<file path="src/rtl/gx_write_gather_fifo_pkg.sv">
// Shared definitions for the write-gather FIFO: store size encodings and word width.
package gx_pkg;

    localparam int GX_WORD_W = 32;

    localparam logic [1:0] GX_SZ_BYTE = 2'd0;
    localparam logic [1:0] GX_SZ_HALF = 2'd1;
    localparam logic [1:0] GX_SZ_WORD = 2'd2;
    localparam logic [1:0] GX_SZ_RSVD = 2'd3;

    // Bytes carried by a store of the given size; 0 for the reserved encoding.
    function automatic logic [2:0] gx_sz_bytes(input logic [1:0] sz);
        case (sz)
            GX_SZ_BYTE: gx_sz_bytes = 3'd1;
            GX_SZ_HALF: gx_sz_bytes = 3'd2;
            GX_SZ_WORD: gx_sz_bytes = 3'd4;
            default:    gx_sz_bytes = 3'd0;
        endcase
    endfunction

endpackage

</file>
<file path="src/rtl/gx_write_gather_fifo_if.sv">
// Store-side and CP-side handshake bundle of the write-gather FIFO.
interface gx_write_gather_fifo_if;
    import gx_pkg::*;

    logic                 wr_en;
    logic [1:0]           wr_size;
    logic [GX_WORD_W-1:0] wr_data;
    logic                 wr_ready;
    logic                 GXFIFORead;
    logic                 GXFIFOValid;
    logic [GX_WORD_W-1:0] GXFIFOData;

    // Producer of stores and consumer of FIFO words (CPU / CP side)
    modport master (
        output wr_en, wr_size, wr_data, GXFIFORead,
        input  wr_ready, GXFIFOValid, GXFIFOData
    );

    // The gather FIFO itself
    modport slave (
        input  wr_en, wr_size, wr_data, GXFIFORead,
        output wr_ready, GXFIFOValid, GXFIFOData
    );

endinterface

</file>
<file path="src/rtl/gx_write_gather_fifo_ram.sv">
// DEPTH x 32 simple dual-port storage: one write port, one registered read port.
module gx_fifo_ram
    import gx_pkg::*;
#(
    parameter int DEPTH = 64,
    localparam int AW   = $clog2(DEPTH)
) (
    input  logic                 clk,
    input  logic                 we,
    input  logic [AW-1:0]        waddr,
    input  logic [GX_WORD_W-1:0] wdata,
    input  logic [AW-1:0]        raddr,
    output logic [GX_WORD_W-1:0] rdata
);

    logic [GX_WORD_W-1:0] mem [DEPTH];

    // Write port plus registered read (read-before-write on address collision)
    always_ff @(posedge clk) begin
        if (we) mem[waddr] <= wdata;
        rdata <= mem[raddr];
    end

endmodule

</file>
<file path="src/rtl/gx_write_gather_fifo.sv">
// Gathers 1/2/4-byte big-endian CPU stores into 32-bit words and queues them
// first-word-fall-through for the command processor, with level flags.
module gx_write_gather_fifo
    import gx_pkg::*;
#(
    parameter int DEPTH = 64,
    parameter int HI_WM = 48,
    parameter int LO_WM = 16,
    localparam int AW   = $clog2(DEPTH)
) (
    input  logic                    clk,
    input  logic                    resetn,
    gx_write_gather_fifo_if.slave   bus,
    input  logic                    flush,
    output logic [AW:0]             count,
    output logic                    hi_wm,
    output logic                    lo_wm,
    output logic                    overflow
);

    logic [63:0]          gbuf;
    logic [1:0]           gcnt;
    logic [AW-1:0]        wr_ptr, rd_ptr, rd_ptr_nxt;
    logic [GX_WORD_W-1:0] ram_q, byp_d;
    logic                 byp_q;

    logic [2:0]           nbytes, total;
    logic [31:0]          aligned;
    logic [63:0]          merged;
    logic                 accept, push, pop, post_empty;
    logic [AW:0]          count_nxt;

    assign bus.wr_ready    = (count <= (AW+1)'(DEPTH-1));
    assign bus.GXFIFOValid = (count != '0);
    // Head word comes from the bypass register when it was written into an empty FIFO
    assign bus.GXFIFOData  = byp_q ? byp_d : ram_q;

    // Gather packer: left-align the store, drop it in after the pending bytes
    always_comb begin
        nbytes = gx_sz_bytes(bus.wr_size);
        case (bus.wr_size)
            GX_SZ_BYTE: aligned = {bus.wr_data[7:0], 24'h0};
            GX_SZ_HALF: aligned = {bus.wr_data[15:0], 16'h0};
            default:    aligned = bus.wr_data;
        endcase
        merged     = gbuf | ({aligned, 32'h0} >> {gcnt, 3'b000});
        total      = {1'b0, gcnt} + nbytes;
        accept     = bus.wr_en && bus.wr_ready && (nbytes != 3'd0) && !flush;
        push       = accept && (total >= 3'd4);
        pop        = bus.GXFIFORead && bus.GXFIFOValid && !flush;
        count_nxt  = count + (AW+1)'(push) - (AW+1)'(pop);
        post_empty = (count == (AW+1)'(pop));
        rd_ptr_nxt = rd_ptr + AW'(pop);
    end

    // Gather buffer and pending byte count
    always_ff @(posedge clk or negedge resetn) begin
        if (!resetn) begin
            gbuf <= '0;
            gcnt <= '0;
        end else if (flush) begin
            gbuf <= '0;
            gcnt <= '0;
        end else if (accept) begin
            gbuf <= push ? (merged << 32) : merged;
            gcnt <= push ? 2'(total - 3'd4) : 2'(total);
        end
    end

    // Pointers, count, watermarks and sticky overflow
    always_ff @(posedge clk or negedge resetn) begin
        if (!resetn) begin
            wr_ptr   <= '0;
            rd_ptr   <= '0;
            count    <= '0;
            hi_wm    <= 1'b0;
            lo_wm    <= 1'b1;
            overflow <= 1'b0;
        end else if (flush) begin
            wr_ptr   <= '0;
            rd_ptr   <= '0;
            count    <= '0;
            hi_wm    <= 1'b0;
            lo_wm    <= 1'b1;
            overflow <= 1'b0;
        end else begin
            wr_ptr   <= wr_ptr + AW'(push);
            rd_ptr   <= rd_ptr_nxt;
            count    <= count_nxt;
            hi_wm    <= (count_nxt >= (AW+1)'(HI_WM));
            lo_wm    <= (count_nxt <= (AW+1)'(LO_WM));
            if (bus.wr_en && !bus.wr_ready) overflow <= 1'b1;
        end
    end

    // Bypass: a word landing in a FIFO that is empty after this cycle's pop
    // would miss the RAM's registered read, so capture it directly (zero when idle)
    always_ff @(posedge clk or negedge resetn) begin
        if (!resetn) begin
            byp_q <= 1'b1;
            byp_d <= '0;
        end else if (flush) begin
            byp_q <= 1'b1;
            byp_d <= '0;
        end else begin
            byp_q <= post_empty;
            byp_d <= (post_empty && push) ? merged[63:32] : '0;
        end
    end

    gx_fifo_ram #(.DEPTH(DEPTH)) u_ram (
        .clk   (clk),
        .we    (push),
        .waddr (wr_ptr),
        .wdata (merged[63:32]),
        .raddr (rd_ptr_nxt),
        .rdata (ram_q)
    );

endmodule

</file>
<file path="src/flat_wrapper.sv">
// flat-port wrapper written by rule: the top's interface ports become plain ports
module gx_write_gather_fifo_flat import gx_pkg::*;
#(
    parameter int DEPTH = 64,
    parameter int HI_WM = 48,
    parameter int LO_WM = 16,
    localparam int AW   = $clog2(DEPTH)
)
  (clk, resetn, flush, count, hi_wm, lo_wm, overflow, bus_wr_en, bus_wr_size, bus_wr_data, bus_GXFIFORead, bus_wr_ready, bus_GXFIFOValid, bus_GXFIFOData);
  gx_write_gather_fifo_if bus_i ();
  input  logic clk;
  input  logic resetn;
  input  logic flush;
  output logic [AW:0] count;
  output logic hi_wm;
  output logic lo_wm;
  output logic overflow;
  input wire logic [$bits(bus_i.wr_en)-1:0] bus_wr_en;
  input wire logic [$bits(bus_i.wr_size)-1:0] bus_wr_size;
  input wire logic [$bits(bus_i.wr_data)-1:0] bus_wr_data;
  input wire logic [$bits(bus_i.GXFIFORead)-1:0] bus_GXFIFORead;
  output wire logic [$bits(bus_i.wr_ready)-1:0] bus_wr_ready;
  output wire logic [$bits(bus_i.GXFIFOValid)-1:0] bus_GXFIFOValid;
  output wire logic [$bits(bus_i.GXFIFOData)-1:0] bus_GXFIFOData;
  assign bus_i.wr_en = bus_wr_en;
  assign bus_i.wr_size = bus_wr_size;
  assign bus_i.wr_data = bus_wr_data;
  assign bus_i.GXFIFORead = bus_GXFIFORead;
  assign bus_wr_ready = bus_i.wr_ready;
  assign bus_GXFIFOValid = bus_i.GXFIFOValid;
  assign bus_GXFIFOData = bus_i.GXFIFOData;
  gx_write_gather_fifo #(.DEPTH(DEPTH), .HI_WM(HI_WM), .LO_WM(LO_WM)) u_core (.clk(clk), .resetn(resetn), .bus(bus_i), .flush(flush), .count(count), .hi_wm(hi_wm), .lo_wm(lo_wm), .overflow(overflow));
endmodule
</file>
<file path="config.mk">
export PLATFORM = sky130hd
export DESIGN_NAME = gx_write_gather_fifo_flat
export DESIGN_NICKNAME = d
export VERILOG_FILES = /design/src/rtl/gx_write_gather_fifo_pkg.sv /design/src/rtl/gx_write_gather_fifo_if.sv /design/src/rtl/gx_write_gather_fifo_ram.sv /design/src/rtl/gx_write_gather_fifo.sv /design/src/flat_wrapper.sv
export SDC_FILE = /design/constraint.sdc
export NUM_CORES = 2
export LEC_CHECK = 0
export BUFFER_PORTS_ARGS = -buffer_cell sky130_fd_sc_hd__buf_2
export CAP_MARGIN = 30
export CORE_MARGIN = 2
export CORE_UTILIZATION = 40
export CTS_CLUSTER_DIAMETER = 100
export DETAILED_ROUTE_END_ITERATION = 8
export PLACE_DENSITY = 0.64
export SYNTH_ARGS = -nofsm -noshare
export SYNTH_HDL_FRONTEND = slang
export SYNTH_SLANG_ARGS = --single-unit
</file>
<file path="constraint.sdc">
create_clock -name clk -period 10.1 [get_ports clk]
set_input_delay 1.515 -clock clk [delete_from_list [all_inputs] [get_ports clk]]
set_output_delay 1.515 -clock clk [all_outputs]
set_load 0.01 [all_outputs]
</file>
==> impl_results.md <==
* Wirelength per Cell at 29.4 µm
* Worst R2R End: u_core.u_ram.rdata[7]
* Worst slew pin tran at 1.03 ns
* Critical Path, Cell by Cell: buf_2, nor2b_1, inv_1, fa_1, xnor2_1, nand2_2, inv_1, nand3_2, nor2_4, buf_16
* Postcts setup bufs at 0
* Share of post-route cells with drive strength above 1 at 25.4%
* Tot GR Track Use at 20.3%
* Share of the synthesized area in the top cell type at 72.0%
* Setup-failing EPs final at 0
* Flops & latches, synth at 2193
* Reg2Reg Setup Slack at 4.68 ns
* # hold bufs at CTS at 0
* Pre-antenna DRT Iters at 8
* Clock share of power at 35.3%
* Final period util at 59.0%
* Fin Hold WS at 0.488 ns
* Critical path class: primary input to register
* EDFF count, synth at 2048
* Largest net degree at the start of global routing at 111
* Port Buf Inserts at 82
* VDD IR max at 0.000205 V
* CTS sink cnt at 2193
* Crit path launch: bus_wr_size[1]
* Routed WL at 222 mm
* 1st-iter DRT viols at 5851
* Synth area leaders: edfxtp_1 72%, mux4_2 14%, dfrtp_1 3.3%, nand2_1 2.1%, nand3_1 0.80%
* Max Transition Viols Final at 0
* Grt ovf at 0
* P_leak at 31.1 nW
* Synth warn at 0
* IO Pins at 83
* Clock Latency Late Sink at 0.88 ns
* Final net count at 4611
* CTS max path bufs at 3
* RSZ-0062 raised after global routing: no
* Initial Util at 40.3%
* First-pass GRT wire length at 317 mm
* Arr. time, crit path at 6.52 ns
* Syn Inst Count at 4350
* Critical Path Sink Type: register
* Synth Flop Type: edfxtp_1
* Gate power share at 16.8%
* Post-DP HPWL at 132 mm
* Htree depth at 4
* Max cap viols at 0
* Cell depth of the worst flop-to-flop path at 16
* Critical Path End: u_core.u_ram.mem[44][27]
* Power Total at 22.0 mW
* Clk slew on worst S/H paths at 0.06 ns
* Setup_tns at 0 ns
* Min cycle time layout at 5.96 ns
* Worst Slack Setup Final at 4.14 ns
* Crit Path Max Fanout at 46
* DR vias/cell at 5.81
* Slowest cell delay on critical path at 0.83 ns
* DRC Markers at 0
* Number of global-route vias before repair at 43000
* CTS tree: done
* Cell taking the most area after synthesis: edfxtp_1
* Yosys cell types at 56
* Peak Freq at 168 MHz
* Worst Path Required at 10.66 ns
* Syn-to-layout area delta at 14.1%
* ANT nets after route at 0
* Worst Skew at 0.0650 ns
* Status: finished, final reports clean
* Hold path depth at 2
* HP Class: register to register
* Initial antenna violation count at 4
* Post-synthesis cell area at 85400 µm²
* Switch share at 26.0%
* Die ar. at 217000 µm²
* Critical path's most frequent cell: inv_1
* Slew margin rel. at 30.7%
* Asr flop ratio synth at 5.15%
* Worst setup SP type: primary input
* Final core utilization at 45.9%
* Sequential Power Share at 47.9%
* Post-route cell area at 97400 µm²
* Core area at 212000 µm²
* Die Span X at 466 µm
* Non-Filler Instances at 7557
* Die Span Y at 466 µm
* PwrDens at 226 nW/µm²
* Hold Vio Cnt, Final at 0
* Synthesized net count at 4410
* Seq/Total Area, Yosys at 76.1%
* P_int at 16.3 mW
* Root Driver: clkbuf_16
* Critical path depth at 10
* Avg Inst Size Synth at 19.6 µm²
* Routability Congestion at 0.895
* # resized after CTS at 0
* Placed cells at 7155
* Family with the most delay on the worst path: simple AND/OR/NAND/NOR gates
* Buffers and inverters on the worst path at 4
* CTS Buf Count at 214
* Switching power at 5.72 mW
* Via count at 43900
* Critical Path Slowest Stage Cell: nor2_4
* Post-Place Setup Slack at 3.38 ns
* Row count at 169
* Worst r2r src: u_core.count[2]
* DP Area at 90600 µm²
[final cells by class]
type	instances	area, µm²
multi-input combinational	1849	19500
sequential	2193	65000
tap	2821	3530
antenna	4	10.0
clock buffer	290	5810
inverter	52	198
fill	17600	115000
timing repair buffer	241	2400
clock inverter	107	983
[worst register-to-register path, cell delays in order (launching register included)]
cell      delay (ns)
dfrtp_1         0.45
inv_1           0.11
ha_1            0.15
nand2_1         0.06
nor3_1          0.34
nand2_1         0.16
and3_1          0.27
ha_4            0.20
ha_4            0.70
buf_12          0.47
buf_4           0.77
mux4_2          0.34
nand2_1         0.07
and3_1          0.24
a31oi_1         0.60
o21ai_1         0.11
a221oi_1        0.25
[flip-flops by register name, indices dropped and copies added (netlist names)]
signal              cells
u_core.byp_d           32
u_core.byp_q            1
u_core.count            7
u_core.gbuf            56
u_core.gcnt             2
u_core.hi_wm            1
u_core.lo_wm            1
u_core.overflow         1
u_core.rd_ptr           6
u_core.u_ram.mem     2048
u_core.u_ram.rdata     32
u_core.wr_ptr           6
[cells in the final DEF (no fill, tap or decap), types with 24 or more instances in the layout]
cell	netlist	layout
buf_12	0	27
clkbuf_1	96	65
mux4_2	512	512
clkinv_1	0	45
buf_2	69	84
and3_1	53	53
mux2i_1	55	55
mux2_2	43	43
nand2_1	488	488
o221ai_1	35	35
a21oi_1	92	91
nand3_1	137	135
clkinv_2	0	35
inv_2	0	28
buf_4	52	106
a31oi_1	40	40
clkbuf_16	0	219
a221oi_1	24	24
edfxtp_1	2048	2048
a311oi_1	30	29
nor2_1	165	100
dfrtp_1	111	111
dfxtp_1	32	32
nor2_4	0	64
[cells in the mapped netlist (10+ instances only)]
library cell	number
a211oi_1	15
a21oi_1	92
a221oi_1	24
a22o_1	14
a311oi_1	30
a31oi_1	40
and3_1	53
buf_1	30
buf_2	69
buf_4	52
clkbuf_1	96
dfrtp_1	111
dfxtp_1	32
edfxtp_1	2048
ha_1	19
inv_1	52
mux2_2	43
mux2i_1	55
mux4_2	512
nand2_1	488
nand3_1	137
nor2_1	165
nor2b_1	10
o21ai_0	25
o21ai_1	21
o221ai_1	35
o22ai_1	11
[cells by family (layout without fill, tap and decap cells)]
kind of cell	Yosys count	after routing	share of synthesized area, %
adder cells (fa/ha/maj)	21	21	0.325
XOR/XNOR	15	15	0.193
multiplexers	610	610	14.7
AO/OA/AOI/OAI	324	324	2.54
other	0	4	0
buffers and inverters	308	690	1.76
flip-flops	2193	2193	76.1
AND/OR/NAND/NOR	879	879	4.36
[per-layer routing]
layer | GRT usage (%) | vias to the layer above | share of wire (%) | routed length, µm
met4 | 6.99 | 2 | 3.3 | 7420
met1 | 28.9 | 23400 | 41 | 90300
met2 | 31.2 | 2191 | 47 | 104000
li1 | - | 18000 | - | -
met5 | 0 | - | 0.0063 | 14
met3 | 4.22 | 308 | 9.4 | 20800
[power groups by stage]
stage	registers [mW]	logic [mW]	clock network, mW
after floorplan	10.6	2.52	0
after global placement	10.7	3.68	0
after detailed placement	10.7	3.72	0
after CTS	10.5	3.73	7.88
after global routing	10.5	3.94	8.24
final	10.5	3.69	7.76
[how the worst min path moves through the flow]
stage	end	startpoint
after floorplan	u_core.gbuf[30]	u_core.gbuf[30]
after global placement	u_core.gbuf[30]	u_core.gbuf[30]
after detailed placement	u_core.gbuf[25]	u_core.gbuf[25]
after CTS	u_core.gbuf[25]	u_core.gbuf[25]
after global routing	u_core.gbuf[42]	u_core.gbuf[42]
final	u_core.gbuf[35]	u_core.gbuf[35]
Note: power is estimated with default switching activity, not from simulation.
